`config.mk`:
```
export PLATFORM = sky130hd
export DESIGN_NAME = fsm_seqdet_p
export DESIGN_NICKNAME = d
export VERILOG_FILES = /design/src/rtl/fsm_seqdet_p.sv
export SDC_FILE = /design/constraint.sdc
export NUM_CORES = 1
export LEC_CHECK = 0
export BUFFER_PORTS_ARGS = -buffer_cell sky130_fd_sc_hd__buf_2
export CAP_MARGIN = 20
export CORE_MARGIN = 2
export CORE_UTILIZATION = 52
export CTS_CLUSTER_DIAMETER = 50
export DETAILED_ROUTE_END_ITERATION = 7
export HOLD_SLACK_MARGIN = 0.1
export PLACE_DENSITY = 0.78
export RECOVER_POWER = 100
export SLEW_MARGIN = 10
export SYNTH_ARGS = -nofsm -noshare
export SYNTH_HDL_FRONTEND = slang
export SYNTH_SLANG_ARGS = --single-unit
```
`constraint.sdc`:
```
create_clock -name clk -period 2.9 [get_ports clk]
set_clock_uncertainty 0.05 [all_clocks]
set_input_delay 0.145 -clock clk [delete_from_list [all_inputs] [get_ports clk]]
set_output_delay 0.145 -clock clk [all_outputs]
set_load 0.01 [all_outputs]
```
`src/rtl/fsm_seqdet_p.sv`:
```
// Programmable Moore sequence detector over a serial bit stream with
// overlap/non-overlap matching, a valid qualifier and a saturating match counter.
module fsm_seqdet_p #(
  parameter int                 PAT_LEN   = 4,
  parameter logic [PAT_LEN-1:0] PAT_RESET = 4'b1011,
  parameter int                 CNT_W     = 8
) (
  input  logic               clk,
  input  logic               rst_n,
  input  logic               x,
  input  logic               x_vld,
  input  logic               ovl,
  input  logic [PAT_LEN-1:0] pat_in,
  input  logic               pat_load,
  output logic               z,
  output logic [3:0]         current_state,
  output logic [3:0]         state_reg,
  output logic [CNT_W-1:0]   match_cnt
);

  logic [PAT_LEN-1:0] pat;
  logic [PAT_LEN-1:0] hist;
  logic [PAT_LEN-1:0] hist_nxt;
  logic [3:0]         nxt_state;
  int                 cap;

  // True when the newest k bits of h equal the first k bits of p (p MSB first).
  function automatic logic prefix_match(input logic [PAT_LEN-1:0] h,
                                        input logic [PAT_LEN-1:0] p,
                                        input int                 k);
    logic [PAT_LEN-1:0] mask;
    mask = {PAT_LEN{1'b1}} >> (PAT_LEN - k);
    return ((h ^ (p >> (PAT_LEN - k))) & mask) == '0;
  endfunction

  function automatic logic [CNT_W-1:0] sat_inc(input logic [CNT_W-1:0] c);
    return (&c) ? c : c + 1'b1;
  endfunction

  // Longest pattern prefix that is a suffix of the updated history, bounded by
  // cap so that bits older than the current partial match are never credited.
  always_comb begin
    hist_nxt = (hist << 1) | PAT_LEN'(x);
    if (int'(current_state) == PAT_LEN && !ovl)
      cap = 1;
    else
      cap = int'(current_state) + 1;
    if (cap > PAT_LEN)
      cap = PAT_LEN;
    nxt_state = '0;
    for (int k = 1; k <= PAT_LEN; k++) begin
      if (k <= cap && prefix_match(hist_nxt, pat, k))
        nxt_state = 4'(k);
    end
  end

  assign state_reg = x_vld ? nxt_state : current_state;

  always_ff @(posedge clk) begin
    if (!rst_n) begin
      current_state <= '0;
      hist          <= '0;
      pat           <= PAT_RESET;
      match_cnt     <= '0;
      z             <= 1'b0;
    end else if (pat_load) begin
      current_state <= '0;
      hist          <= '0;
      pat           <= pat_in;
      match_cnt     <= '0;
      z             <= 1'b0;
    end else if (x_vld) begin
      current_state <= nxt_state;
      hist          <= hist_nxt;
      z             <= (int'(nxt_state) == PAT_LEN);
      if (int'(nxt_state) == PAT_LEN)
        match_cnt <= sat_inc(match_cnt);
    end
  end

endmodule

```
==> impl_metrics.tcl <==
set metrics [dict create \
    status "completed" \
    cp-end-kind "output port" \
    route.final.wire_length_mm 2.792 \
    placeableCoreArea_um2 2148 \
    die_h_um 51.08 \
    worstHoldPathType "in2reg" \
    die-width_um 51.08 \
    synth_fp_nets 150 \
    synth_largest_area_cell "dfxtp_1" \
    avgSynthCellArea_um2 8.473 \
    cap_viol_max_count 0 \
    synthToLayoutAreaGrowth_pct 24.21 \
    synth_enable_flop_cells 0 \
    min_period_ns 2.785 \
    fin_util_pct 66.63 \
    number_of_setup_violations_in_the_final_report 0 \
    p_switching_uw 131.5 \
    seq_power_share_pct 49.0 \
    detailedPlacementHpwl_mm 1.908 \
    pre_cts_slack_ns 0.2348 \
    cts_num_sinks 20 \
    clock.fmax_ghz 0.3590 \
    critical_path_required_ns 2.71 \
    cts.clk_slew.worst_paths_ns 0.11 \
    detail_route.drc_violations 0 \
    synthCells 136 \
    maxSlewViolCount 0 \
    grt_remaining_overflow 0 \
    placedCellCount 183 \
    ys_warn_count 0 \
    gpl.final_weighted_congestion 0.9005 \
    post_route_cells_drive_above_1_share_pct 22.89 \
    grt_setup_unrepaired "true" \
    cellPowerDensity_nw_per_um2 407.7 \
    internal_power_uw 452.1 \
    ys_async_sr_fraction_pct 0 \
    wl_per_cell_um 14.39 \
    design.die.area_um2 2609 \
    clock_tree.buffer_depth 2 \
    initialDrtViolationCount 19 \
    worst_ir_drop_vdd_mv 0.3731 \
    buffer_ports.inserted 26 \
    cell_area_after_synthesis_um2 1152 \
    ys_top_cells_by_count "dfxtp_1 (20), nand2_1 (11), nand3_1 (8), nor2_1 (8)" \
    global_route.usage.total_pct 22.15 \
    antenna-diode-count 0 \
    slew_headroom_pct 63.85 \
    cts_inserted_buffers 3 \
    setup_ws_ns 0.1146 \
    grt_pass1_wl_mm 4.374 \
    antenna_found_initial 0 \
    htree_num_levels 1 \
    clkLatencyLatePin_ns 0.30 \
    worst_pin_slew_ns 0.5411 \
    number_of_global_route_vias_before_repair 1011 \
    comb_power_share_pct 11.9 \
    io-pin-count 27 \
    power.share.clock_pct 39.0 \
    hold-worst-slack_ns 0.1178 \
    synth-seq-cells 20 \
    post-layout-total-power_uw 583.6 \
    timing.final.hold_violations 0 \
    std_cell_rows 17 \
    tritoncts "yes" \
    synth.top_cells.by_area "dfxtp_1 (35%), mux2i_1 (6.1%), xnor2_1 (5.3%)" \
    vias 1113 \
    nets 181 \
    dominantRegCellSynth "dfxtp_1" \
    firstDrtPassIters 4 \
    cts_root_buffer "clkbuf_4" \
    setup.worst_path.start_class "flop" \
    finish.cell_count_without_fillers 194 \
    detail_route.vias_per_cell 5.737 \
    antenna_left 0 \
    fin_crit_sh_pct 96.05 \
    worstSetupPathType "reg2out" \
    grt_start_max_net_pins 17 \
    post-synth-top-count-cell "dfxtp_1" \
    arrival_ns 2.59 \
    seq_area_frac_synth_pct 34.74 \
    ys_types 37 \
    p_sw_share_pct 22.53 \
    start_util_pct 53.64 \
    critical_path_peak_fanout 6 \
    power.leakage_nw 0.5874 \
    synthDominantCellAreaShare_pct 34.74 \
]
[final timing paths]
kind	startpoint	to	slack, ns	cells past startpoint
max	current_state[0]	state_reg[0]	0.11	9
min	pat_load	pat[1]	0.12	3
max reg2reg	current_state[0]	match_cnt[4]	0.58	8
min reg2reg	z	z	0.44	2
[cell type report]
class	count	area [µm²]
sequential	20	405.4
inverter	6	22.52
fill	188	716.9
timing repair buffer	33	190.2
tap	28	35.03
clock inverter	1	30.03
clock buffer	3	22.52
multi-input combinational	103	725.7
[sequential cells by signal, summed over array words and instances (netlist names)]
name and flops:
current_state 4, match_cnt 8, pat 4, hist 3, z 1
[power groups by stage]
stage,sequential (mW),clock [mW],combinational [mW]
6_report,0.286,0.228,0.0697
3_5_place_dp,0.293,0,0.0572
3_3_place_gp,0.293,0,0.0547
5_1_grt,0.288,0.244,0.0752
4_1_cts,0.287,0.235,0.0635
2_1_floorplan,0.290,0,0.0413
[kinds of logic after synthesis]
logic type | synth area share (%)
simple gates | 25.52
mux | 6.081
xor+xnor | 8.360
flops | 34.74
fa+ha+maj | 4.343
buf+inv | 4.886
compound gates | 16.07
[worst max-delay path: stages, from the launching register on]
cell and delay, ns:
dfxtp_4 0.38, inv_1 0.12, ha_1 0.17, nand2b_1 0.12, a221oi_2 0.33, nand3_2 0.21
o211ai_1 0.37, a31oi_1 0.20, a211oi_2 0.23, buf_2 0.17
[cells in the final DEF, fill, tap and decap left out, drive strengths merged, types with 4 or more instances in the layout]
cell type / count
mux2i: 7
xnor2: 7
xor2: 4
buf: 24
ha: 4
nand3: 9
nor2b: 4
nand2: 11
dfxtp: 20
inv: 6
clkbuf: 7
o21ai: 7
dlygate4sd3: 5
a21oi: 4
nor2: 8
[timing repair]
item | in CTS | in global routing
endpoints found under the setup margin | 1 | 2
endpoints found under the hold margin | 4 | 0
pin swaps | 0 | 1
buffers inserted | 0 | 2
gates resized for setup | 2 | 7
hold buffers | 5 | 0
[layer usage]
metal / track usage [%] / up-vias / wire (µm) / part of all wire (%)
li1: - / 546 / - / -
met1: 24.77 / 507 / 1180 / 42
met2: 40.04 / 52 / 1381 / 49
met3: 7.310 / 8 / 186 / 6.7
met4: 5.405 / 0 / 44 / 1.6
met5: 0 / - / 0 / 0
[through the flow]
stage               instance area [µm²]   TNS (ns)
global route                       1431  -0.009302
finish                             1431          0
floorplan                          1152          0
CTS                                1393          0
detailed placement                 1284          0
global placement                   1284          0
Note: power is estimated with default switching activity, not from simulation.
